`src/rtl/pll_reset_seq_pkg.sv`:
```
// rtl/pll_reset_seq_pkg.sv - shared types and helpers for the PLL reset sequencer
// Purpose: state encoding, event-counter width, counter-width and saturating-increment helpers.
// Ports: none (package).
package pll_reset_seq_pkg;

  typedef enum logic [1:0] {
    PLL_RST   = 2'd0,
    WAIT_LOCK = 2'd1,
    STABLE    = 2'd2,
    RUN       = 2'd3
  } state_t;

  localparam int COUNT_W = 8;

  // Width of the single shared phase counter: enough bits for the longest phase plus one.
  function automatic int cnt_width(input int a, input int b, input int c);
    int m;
    m = a;
    if (b > m) m = b;
    if (c > m) m = c;
    return $clog2(m) + 1;
  endfunction

  // Event counters stick at all-ones instead of wrapping.
  function automatic logic [COUNT_W-1:0] sat_inc(input logic [COUNT_W-1:0] v);
    return (v == {COUNT_W{1'b1}}) ? v : v + COUNT_W'(1);
  endfunction

endpackage

```
`src/rtl/sync_bit.sv`:
```
// rtl/sync_bit.sv - multi-flop single-bit synchronizer
// Purpose: brings an asynchronous level into the clk domain through STAGES flops.
// Ports:
//   clk   in  destination clock
//   rst_n in  asynchronous active-low reset, clears all stages to 0
//   d     in  asynchronous input level
//   q     out synchronized level
module sync_bit #(
  parameter int STAGES = 2
) (
  input  logic clk,
  input  logic rst_n,
  input  logic d,
  output logic q
);

  logic [STAGES-1:0] sr;

  always_ff @(posedge clk or negedge rst_n) begin
    if (!rst_n) sr <= '0;
    else        sr <= {sr[STAGES-2:0], d};
  end

  assign q = sr[STAGES-1];

endmodule

```
`src/rtl/pll_reset_seq.sv`:
```
// rtl/pll_reset_seq.sv - PLL lock supervisor and core reset sequencer
// Purpose: pulses the PLL reset, waits for lock, requires lock to stay stable for a
// programmable time before releasing the core reset, and re-holds the core in reset
// on lock loss. Optional macro PLL_RESET_SEQ_TIMEOUT_EN enables the lock-wait timeout
// retry and the retry counter; without it retry_count is tied to 0.
// Ports:
//   clk_74a        in  reference clock
//   reset_n        in  asynchronous active-low reset
//   pll_locked     in  PLL lock, asynchronous to clk_74a
//   soft_reset_req in  single-cycle request to rerun the whole sequence
//   pll_rst        out active-high PLL reset
//   core_reset_n   out active-low core reset, high only in RUN
//   ready          out high in RUN
//   relock_count   out lock losses seen in RUN, saturating
//   retry_count    out timeout-driven PLL reset retries, saturating
module pll_reset_seq
  import pll_reset_seq_pkg::*;
#(
  parameter int SYNC_STAGES         = 2,
  parameter int PLL_RST_CYCLES      = 16,
  parameter int LOCK_STABLE_CYCLES  = 1024,
  parameter int LOCK_TIMEOUT_CYCLES = 1048576
) (
  input  logic               clk_74a,
  input  logic               reset_n,
  input  logic               pll_locked,
  input  logic               soft_reset_req,
  output logic               pll_rst,
  output logic               core_reset_n,
  output logic               ready,
  output logic [COUNT_W-1:0] relock_count,
  output logic [COUNT_W-1:0] retry_count
);

  localparam int CW = cnt_width(PLL_RST_CYCLES, LOCK_STABLE_CYCLES, LOCK_TIMEOUT_CYCLES);
  localparam logic [CW-1:0] RST_LAST    = CW'(PLL_RST_CYCLES - 1);
  localparam logic [CW-1:0] STABLE_LAST = CW'(LOCK_STABLE_CYCLES - 1);
`ifdef PLL_RESET_SEQ_TIMEOUT_EN
  localparam logic [CW-1:0] TIMEOUT_LAST = CW'(LOCK_TIMEOUT_CYCLES - 1);
`endif

  state_t             state_q, state_d;
  logic [CW-1:0]      cnt_q, cnt_d;
  logic [COUNT_W-1:0] relock_q, relock_d;
  logic [COUNT_W-1:0] retry_q, retry_d;
  logic               locked_s;

  sync_bit #(.STAGES(SYNC_STAGES)) u_lock_sync (
    .clk   (clk_74a),
    .rst_n (reset_n),
    .d     (pll_locked),
    .q     (locked_s)
  );

  always_comb begin
    state_d  = state_q;
    cnt_d    = cnt_q;
    relock_d = relock_q;
    retry_d  = retry_q;

    case (state_q)
      PLL_RST: begin
        if (cnt_q == RST_LAST) begin
          state_d = WAIT_LOCK;
          cnt_d   = '0;
        end else begin
          cnt_d = cnt_q + CW'(1);
        end
      end
      WAIT_LOCK: begin
        if (locked_s) begin
          state_d = STABLE;
          cnt_d   = '0;
        end else begin
`ifdef PLL_RESET_SEQ_TIMEOUT_EN
          if (cnt_q == TIMEOUT_LAST) begin
            state_d = PLL_RST;
            cnt_d   = '0;
            retry_d = sat_inc(retry_q);
          end else begin
            cnt_d = cnt_q + CW'(1);
          end
`else
          // Without a timeout the wait is unbounded; the counter simply idles.
          cnt_d = cnt_q;
`endif
        end
      end
      STABLE: begin
        // A dropout restarts the stability window from WAIT_LOCK; it is not a relock event.
        if (!locked_s) begin
          state_d = WAIT_LOCK;
          cnt_d   = '0;
        end else if (cnt_q == STABLE_LAST) begin
          state_d = RUN;
          cnt_d   = '0;
        end else begin
          cnt_d = cnt_q + CW'(1);
        end
      end
      RUN: begin
        if (!locked_s) begin
          state_d  = WAIT_LOCK;
          cnt_d    = '0;
          relock_d = sat_inc(relock_q);
        end
      end
      default: begin
        state_d = PLL_RST;
        cnt_d   = '0;
      end
    endcase

    // Soft reset wins over everything, including any event counted above this cycle.
    if (soft_reset_req) begin
      state_d  = PLL_RST;
      cnt_d    = '0;
      relock_d = relock_q;
      retry_d  = retry_q;
    end
  end

  always_ff @(posedge clk_74a or negedge reset_n) begin
    if (!reset_n) begin
      state_q      <= PLL_RST;
      cnt_q        <= '0;
      relock_q     <= '0;
      pll_rst      <= 1'b1;
      core_reset_n <= 1'b0;
      ready        <= 1'b0;
    end else begin
      state_q      <= state_d;
      cnt_q        <= cnt_d;
      relock_q     <= relock_d;
      pll_rst      <= (state_d == PLL_RST);
      core_reset_n <= (state_d == RUN);
      ready        <= (state_d == RUN);
    end
  end

`ifdef PLL_RESET_SEQ_TIMEOUT_EN
  always_ff @(posedge clk_74a or negedge reset_n) begin
    if (!reset_n) retry_q <= '0;
    else          retry_q <= retry_d;
  end
`else
  assign retry_q = '0;
`endif

  assign relock_count = relock_q;
  assign retry_count  = retry_q;

endmodule
```
`config.mk`:
```
export PLATFORM = sky130hd
export DESIGN_NAME = pll_reset_seq
export DESIGN_NICKNAME = d
export VERILOG_FILES = /design/src/rtl/pll_reset_seq_pkg.sv /design/src/rtl/sync_bit.sv /design/src/rtl/pll_reset_seq.sv
export SDC_FILE = /design/constraint.sdc
export NUM_CORES = 1
export LEC_CHECK = 0
export CAP_MARGIN = 30
export CORE_ASPECT_RATIO = 0.9
export CORE_MARGIN = 2
export CORE_UTILIZATION = 42
export CTS_BUF_LIST = sky130_fd_sc_hd__clkbuf_4 sky130_fd_sc_hd__clkbuf_8
export CTS_CLUSTER_SIZE = 8
export DETAILED_ROUTE_END_ITERATION = 7
export GPL_ROUTABILITY_DRIVEN = 0
export PLACE_DENSITY = 0.71
export SYNTH_ARGS = -nofsm -noshare
export SYNTH_HDL_FRONTEND = slang
export SYNTH_SLANG_ARGS = --single-unit
```
`constraint.sdc`:
```
create_clock -name clk_74a -period 2.55 [get_ports clk_74a]
set_clock_uncertainty 0.05 [all_clocks]
set_input_delay 0.255 -clock clk_74a [delete_from_list [all_inputs] [get_ports clk_74a]]
set_output_delay 0.255 -clock clk_74a [all_outputs]
set_load 0.005 [all_outputs]
```
==> impl_metrics.py <==
metrics = {
    "detailed_routing": {
        "firstDrtPassIters": 4,
        "wl_met1_um": 1484,
        "vias": 1281,
        "top_layer_used": "met4",
        "drt-total-wl_um": 3111,
        "via_per_inst": 5.207,
        "antenna_left": 0,
        "drt_iter0_drc": 70,
        "post_drt_wl_per_cell_um": 12.65,
        "drc_errors": 0,
        "wl_met3_um": 116,
        "routed-wl-met2_um": 1412,
    },
    "timing": {
        "rsz0062_at_grt": "false",
        "min_period_ns": 2.004,
        "finalHoldViolCount": 0,
        "final.period_utilization_pct": 78.60,
        "report.final.slew_viol_count": 0,
        "max_freq_mhz": 498.9,
        "setup_tns_ns": 0,
        "tightest_slew_ns": 0.6701,
        "setup_viol": 0,
        "max_slew_margin_pct": 54.91,
    },
    "grt": {
        "grt_pass1_vias": 1247,
        "grt_max_degree": 36,
        "antenna_found_initial": 0,
        "grt_usage_pct": 15.87,
        "grt_pass1_wl_um": 5747,
        "grt.overflow.total": 0,
    },
    "floorplanning": {
        "initial_core_util_pct": 43.72,
        "die_x_um": 72.87,
        "dieArea_sq_mm": 0.004808,
        "io_pins": 23,
        "core_area_sq_mm": 0.004101,
        "std_cell_rows": 22,
        "die_h_um": 65.99,
    },
    "layout": {
        "area_growth_pct": 13.68,
        "drive_above_1_share_pct": 8.081,
        "final_util_pct": 49.69,
        "multi_input_area_sq_um": 839.6,
        "regArea_sq_um": 877.1,
        "fin_area_sq_mm": 0.002038,
        "fin_nets": 204,
        "n_fill_cell": 387,
        "antenna_cells": 0,
    },
    "clock_tree": {
        "cts.sinks": 35,
        "root_buffer": "clkbuf_8",
        "clk_latency_ns": 0.29,
        "cts_tree": "yes",
        "cts_buffers": 5,
        "cts-resized-gates": 0,
        "cts.clk_slew.worst_paths_ns": 0.07,
        "clockBufferDepth": 2,
        "htreeDepth": 2,
        "cts_hold_buffers": 0,
        "cts_setup_buffers": 0,
    },
    "synth": {
        "synthCells": 179,
        "synth-seq-cells": 35,
        "syn-cell-area_sq_mm": 0.001793,
        "synth_warnings": 0,
        "syn_area_per_cell_sq_um": 10.02,
        "ys_types": 36,
        "yosysSeqAreaShare_pct": 48.92,
    },
    "critical_path": {
        "crit_path_start_kind": "flop",
        "crit_path_start": "cnt_q[8]",
        "r2r_slack_ns": 0.55,
        "crit_required_ns": 2.65,
        "rr_worst_depth": 5,
        "crit_end": "cnt_q[4]",
        "cp-end-kind": "flop",
        "worstReg2RegEnd": "cnt_q[4]",
        "critPathMaxFanout": 15,
        "cp.arrival_ns": 2.11,
        "crit_type": "flop to flop",
        "rr_startpoint": "cnt_q[8]",
    },
    "place": {
        "dp_hpwl_um": 2316,
        "io_buffers": 14,
        "dpl-instance-area_sq_mm": 0.001951,
    },
    "pwr": {
        "leakage_nw": 0.8711,
        "irDropWorstVdd_uv": 253.2,
        "power.density_mw_per_mm2": 490.7,
    },
    "run": {
        "drv_cap": 0,
    },
    "status": {
        "status": "complete, no violations",
    },
    "min_path": {
        "hold_class": "flop to flop",
    },
}
## cell usage in the layout (no fill, tap or decap), drive strengths merged, types with 5 or more instances in the layout
cell,netlist,layout
nor2,22,22
nand2,16,16
conb,1,8
o21ai,9,9
xnor2,16,16
inv,5,5
clkbuf,1,6
dfrtp,34,34
nand4,8,8
nor3,8,8
and3,5,5
clkdlybuf4s50,0,14
nand3,6,6
nor4,6,6
xor2,11,11
## area by class of cell
type,instances,area share [%]
sequential,35,43.03
inverter,5,0.9208
multi-input combinational,135,41.19
timing repair buffer,16,7.612
clock inverter,1,0.2455
tap,48,2.947
clock buffer,6,4.052
## cells in the mapped netlist
master / number / area (sq um)
a32o_1: 1 / 10.01
a21oi_1: 2 / 10.01
a21o_1: 1 / 7.510
nor4_2: 1 / 12.51
or4b_1: 1 / 10.01
clkbuf_2: 1 / 5.000
or2_2: 1 / 6.260
nand3_1: 6 / 30.03
a311oi_2: 1 / 15.01
ha_1: 2 / 25.02
o21ai_4: 1 / 16.27
a211o_1: 1 / 8.760
dfstp_2: 1 / 26.28
buf_6: 1 / 11.26
o21ai_0: 7 / 35.03
dfrtp_1: 34 / 850.8
nand4_2: 1 / 12.51
and3_1: 5 / 31.28
o21ai_1: 1 / 5.000
or2_0: 1 / 6.260
nor3_1: 8 / 40.04
nor4_1: 5 / 31.28
conb_1: 1 / 3.750
nand2b_1: 3 / 18.77
nand2_1: 16 / 60.06
nand4_1: 7 / 43.79
o211a_1: 1 / 10.01
inv_1: 5 / 18.77
xor2_1: 11 / 96.34
and2_1: 1 / 6.260
a41o_1: 1 / 10.01
xnor2_1: 16 / 140.1
buf_4: 9 / 67.56
nor2_1: 22 / 82.58
and4_1: 2 / 17.52
mux2_2: 1 / 11.26
## where the power goes
part	internal (mW)	leakage, nW	switching (mW)
sequential	0.561	0.479	0.00509
clock	0.211	0.0470	0.184
combinational	0.0125	0.346	0.0257
total	0.785	0.871	0.215
## metrics by stage
| step | hold slack (ns) | instances | worst slack, ns | total power [mW] |
|---|---|---|---|---|
| 2_1_floorplan | -0.09059 | 186 | 0.6929 | 0.6040 |
| 3_3_place_gp | 0.2838 | 239 | 0.4833 | 0.6148 |
| 3_5_place_dp | 0.2990 | 239 | 0.4672 | 0.6158 |
| 4_1_cts | 0.3238 | 246 | 0.5235 | 1.018 |
| 5_1_grt | 0.3453 | 246 | 0.3544 | 1.053 |
| 6_report | 0.3139 | 246 | 0.5458 | 1.000 |
## per-layer routing
metal | global-route usage, % | up-vias
met2 | 22.95 | 29
met3 | 4.116 | 10
li1 | - | 633
met1 | 21.26 | 609
met4 | 9.259 | 0
met5 | 0 | -
## kinds of logic (layout without fill, tap and decap cells)
group	Yosys count	after routing	synth area share [%]
compound gates	17	17	7.118
buf+inv	16	28	5.722
flops	35	35	48.92
xor+xnor	27	27	13.19
mux	1	1	0.6280
other cells	1	8	0.2092
simple gates	80	80	22.82
fa+ha+maj	2	2	1.395
## how the worst min path moves through the flow
| stage | from | end | slack (ns) | cells after the start |
|---|---|---|---|---|
| after floorplan | reset_n | cnt_q[0] | -0.09 | 0 |
| after global placement | u_lock_sync.sr[0] | u_lock_sync.sr[1] | 0.28 | 0 |
| after detailed placement | u_lock_sync.sr[0] | u_lock_sync.sr[1] | 0.30 | 0 |
| after CTS | u_lock_sync.sr[0] | u_lock_sync.sr[1] | 0.32 | 0 |
| after global routing | u_lock_sync.sr[0] | u_lock_sync.sr[1] | 0.35 | 0 |
| final | u_lock_sync.sr[0] | u_lock_sync.sr[1] | 0.31 | 0 |
## worst max-delay path: stages, from the launching register on
cell and delay, ns:
dfrtp_1 0.44, or4b_1 0.53, nor4_2 0.22, a21oi_1 0.16, o21ai_4 0.38, nor2_1 0.10
## registers in the layout (all words and copies together) (netlist names)
register,count
u_lock_sync.sr,2
relock_count,8
pll_rst,1
cnt_q,21
ready,1
state_q,2
(Power assumes the default switching activity.)
==> RTL change 1, RTL diff (same flow settings) <==
Change the parameter `LOCK_TIMEOUT_CYCLES` from 1048576 to 524288.
--- a/src/rtl/pll_reset_seq.sv
+++ b/src/rtl/pll_reset_seq.sv
@@ -19,7 +19,7 @@
   parameter int SYNC_STAGES         = 2,
   parameter int PLL_RST_CYCLES      = 16,
   parameter int LOCK_STABLE_CYCLES  = 1024,
-  parameter int LOCK_TIMEOUT_CYCLES = 1048576
+  parameter int LOCK_TIMEOUT_CYCLES = 524288
 ) (
   input  logic               clk_74a,
   input  logic               reset_n,
Function: same outputs for any inputs over 10 cycles, from zero or initial values and one cycle with reset_n low; that may be too few to reach the edited logic, so the function may still have changed.
==> RTL change 1 against the unedited design <==
- area after synthesis is 1.5% higher
- final area is 1.2% higher
- largest power group unchanged
- power is 0.42% lower
- sequential cell count is 1 lower
- worst setup slack worse by 0.078 ns
- combinational power is 4% higher
- routed wire length is 9.8% higher
- die area is 1.4% higher
==> RTL change 1: results (changes against the unedited design) <==
GR Layer Usage met1 -> 23.45% (+2.2 points)
max FFs per register -> 20 (-4.8%)
WL met3 -> 157 um (+35%)
vias in the first global route -> 1189 (-4.7%)
hpwl dp -> 2452 um (+5.9%)
WL met1 -> 1710 um (+15%)
met3 GRT Util -> 4.116% (unchanged)
fin nets -> 206 (+0.98%)
largest net degree at the start of global routing -> 35 (-2.8%)
top cells by count, synth -> dfrtp_1 (33), nor2_1 (25), xnor2_1 (16), nand2_1 (14), buf_4 (10)
Iter 0 DRT Violations -> 79 (+13%)
Post-DP Area -> 1971 um^2 (+1.0%)
Lkg Pwr -> 0.8826 nW (+1.3%)
worst min path class -> flop to flop
routing usage on met2 -> 21.51% (-1.4 points)
post-synthesis mux area share -> 1.238% (+0.61 points)
GR Util All Layers -> 15.77% (-0.11 points)
Compound-Gate Fraction of Synth Area -> 9.560% (+2.4 points)
Synth async-reset ratio -> 100.0% (unchanged)
highest metal used -> met4
post-synthesis cell type count -> 37 (+2.8%)
Synth area leaders -> dfrtp_1 (45%), xnor2_1 (7.7%), nor2_1 (5.2%), buf_4 (4.1%), nand2_1 (2.9%)
pin slew with the least headroom to its limit -> 0.7899 ns (+0.1198 ns)
sequential share of the synthesized area -> 46.84% (-2.1 points)
metal2 WL -> 1502 um (+6.4%)
DR WL/cell -> 13.72 um (+8.5%)
Post-Synth Adder-Cell Area -> 1.376% (-0.020 points)
first-pass GRT wire length -> 5796 um (+0.85%)
Critical Path Fanout Max -> 7 (-8)
CTS Root Cell -> clkbuf_8
Layout fillers -> 386 (-0.26%)
drt via density -> 5.253 (+0.88%)
worst vdd ir -> 0.2402 mV (-5.2%)
crit path DAT -> 2.20 ns (+0.09 ns)
share of cells above drive strength 1 -> 12.44% (+4.4 points)
status -> finished clean
xor and xnor area share after synthesis -> 10.59% (-2.6 points)
[RTL change 1: cell types whose count changed in the layout (fill, tap and decap cells not counted), sizes merged, moves of 3 or more]
cell	change
a22oi	+3
o21bai	+3
o21ai	-3
nor2	+3
xor2	-5
a22o	+5
[RTL change 1: cell type report]
type | instances | share of cell area, %
multi-input cells | 136 | 42.54
flip-flops and latches | 34 | 41.32
repair buffers | 16 | 7.524
clock buffers | 8 | 4.430
well taps | 48 | 2.913
inverters | 7 | 1.274
[RTL change 1: power breakdown]
| part | internal [mW] | switching (mW) | total, mW |
|---|---|---|---|
| Combinational | 0.0144 | 0.0254 | 0.0398 |
| Sequential | 0.545 | 0.00657 | 0.552 |
| Clock | 0.226 | 0.179 | 0.405 |
| Total | 0.785 | 0.211 | 0.996 |
[RTL change 1: final timing paths]
path,start,end,slack (ns),depth (start not counted)
worst max-delay path,cnt_q[10],cnt_q[0],0.47,5
worst min register to register,u_lock_sync.sr[0],u_lock_sync.sr[1],0.31,0
worst min-delay path,u_lock_sync.sr[0],u_lock_sync.sr[1],0.31,0
min in group asynchronous,reset_n,cnt_q[18],0.33,2
worst max register to register,cnt_q[10],cnt_q[0],0.47,5
max in group asynchronous,reset_n,pll_rst,1.80,2
[RTL change 1: critical path, stage by stage (launching register included)]
cell     delay [ns]
dfrtp_1        0.45
nor4_2         0.31
nand4_1        0.22
o31a_1         0.39
or2_4          0.31
mux2_2         0.26
[RTL change 1: per-stage QoR]
step	util (%)	setup slack, ns	hold slack, ns	instances	power (mW)
after floorplan	-	0.7059	-0.09059	189	0.5888
after global placement	47.73	0.3863	0.2912	241	0.6009
after detailed placement	47.73	0.3563	0.3023	241	0.6014
after CTS	49.94	0.4603	0.3165	249	1.008
after global routing	49.94	0.2001	0.3300	249	1.041
final	49.94	0.4677	0.3075	249	0.9958
==> RTL change 2, RTL diff (same settings) <==
Made on the original files. The 4 states of `state_t` get a Gray code encoding in 2 bits.
--- a/src/rtl/pll_reset_seq_pkg.sv
+++ b/src/rtl/pll_reset_seq_pkg.sv
@@ -4,10 +4,10 @@
 package pll_reset_seq_pkg;
 
   typedef enum logic [1:0] {
-    PLL_RST   = 2'd0,
-    WAIT_LOCK = 2'd1,
-    STABLE    = 2'd2,
-    RUN       = 2'd3
+    PLL_RST   = 2'b00,
+    WAIT_LOCK = 2'b01,
+    STABLE    = 2'b11,
+    RUN       = 2'b10
   } state_t;
 
   localparam int COUNT_W = 8;
Function: no difference found for any inputs over 10 cycles, from zero or initial values and one cycle with reset_n low; not proved beyond that.
==> RTL change 2 against the unedited design <==
- final cell count grew 14%
- routed wire length up 20%
- final area grew 8.7%
- via count grew 13%
- area after synthesis rose by 8.5%
- synthesized cell count up 12%
- power increased by 6.4%
- count of clock-buffer cells in the layout is 2 higher
- sequential cell count did not move
- utilization barely moved
- critical endpoint is now cnt_q[14]
- hold slack lost 0.013 ns
- worst setup slack lost 0.17 ns
- sequential power barely moved
==> RTL change 2: results (changes against the unedited design) <==
Synth area leaders -> dfrtp_1 (44%), xnor2_1 (7.7%), nand2_1 (5.6%), buf_4 (3.9%), nor2_1 (3.5%)
Lkg Pwr -> 0.9055 nW (+3.9%)
worst r2r dst -> cnt_q[14]
cell internal pwr -> 834.1 uW (+6.2%)
Post-DP Area -> 2112 um^2 (+8.3%)
crit path DAT -> 2.28 ns (+0.17 ns)
Placed Instances -> 273 (+14%)
share of cells above drive strength 1 -> 10.05% (+2.0 points)
CP delay by family, top -> compound AO/OA/AOI/OAI gates
r2r startpoint -> cnt_q[12]
internal reg-to-reg setup slack -> 0.38 ns (-0.17 ns)
top cells by count, synth -> dfrtp_1 (34), nand2_1 (29), nor2_1 (18), xnor2_1 (17), buf_4 (10)
GR Util All Layers -> 16.56% (+0.68 points)
vias in the first global route -> 1304 (+4.6%)
port buffer count -> 14 (unchanged)
Max stage delay on crit path -> 0.55 ns (+0.02 ns)
Iter 0 DRT Violations -> 95 (+36%)
relative slew slack -> 63.69% (+8.8 points)
Critical Path Fanout Max -> 12 (-3)
CTS Buf Count -> 5 (unchanged)
hold depth -> 0 (unchanged)
hpwl dp -> 2636 um (+14%)
clock-net power -> 454 uW (+15%)
sequential share of power -> 53.4% (-3.2 points)
Mapped Avg Cell Area -> 9.680 um^2 (-3.4%)
via count -> 1447 (+13%)
DRT Pass-1 Iters -> 4 (unchanged)
post-synthesis cell type count -> 42 (+17%)
sequential share of the synthesized area -> 45.08% (-3.8 points)
Detailed Route WL -> 3739 um (+20%)
first-pass GRT wire length -> 6299 um (+9.6%)
Layout fillers -> 392 (+1.3%)
fin nets -> 224 (+9.8%)
Fin Hold WS -> 0.3008 ns (-0.01312 ns)
slowest CP cell -> o31ai_4
part of the power in the clock network -> 42.7% (+3.1 points)
worst vdd ir -> 0.3210 mV (+27%)
post-place setup slack -> 0.3915 ns (-0.07566 ns)
status -> finished clean
Final Non-Filler Cells -> 281 (+14%)
EDFF count, synth -> 0 (unchanged)
Area Overhead vs Synth -> 13.89%
==> RTL change 2: cell count changes in the layout (fill, tap and decap cells not counted), moves of 3 or more <==
cell,unedited run,this run
o31a_1,0,4
nand4_1,7,2
o221ai_1,0,6
o21ai_0,7,3
nor4_1,5,9
buf_4,2,5
o21a_1,0,3
o211ai_1,0,4
xor2_1,11,1
nand2_1,16,29
nor2_1,22,18
nor4b_1,0,4
nor3b_1,0,5
==> RTL change 2: logic make-up (layout without fill, tap and decap cells) <==
family / Yosys count / in the layout / share of synthesized area, %
compound gates: 27 / 27 / 12.02
xor+xnor: 18 / 18 / 8.103
fa+ha+maj: 2 / 2 / 1.286
buf+inv: 21 / 32 / 6.881
flops: 35 / 35 / 45.08
mux: 1 / 1 / 0.5787
other cells: 1 / 8 / 0.1927
simple gates: 96 / 96 / 25.85
==> RTL change 2: worst max-delay path by stage <==
stage                   start         to  slack, ns
floorplan            cnt_q[0]  cnt_q[10]       0.67
global placement     cnt_q[0]   cnt_q[3]       0.42
detailed placement  cnt_q[12]  cnt_q[13]       0.39
CTS                 cnt_q[12]  cnt_q[14]       0.37
global route        cnt_q[12]  cnt_q[12]       0.13
finish              cnt_q[12]  cnt_q[14]       0.38
==> RTL change 2: layout make-up <==
class / instances / area share [%]
Clock buffer: 8 / 4.687
Inverter: 5 / 0.8470
Multi-Input combinational cell: 152 / 43.37
Sequential cell: 35 / 39.58
Tap cell: 62 / 3.501
Timing Repair Buffer: 19 / 8.018
==> RTL change 2: layer usage <==
metal,vias to the layer above,global-route usage [%],wire (um)
met3,7,3.634,88
li1,741,-,-
met4,0,9.868,91
met5,-,0,0
met2,20,21.55,1555
met1,679,24.70,2004
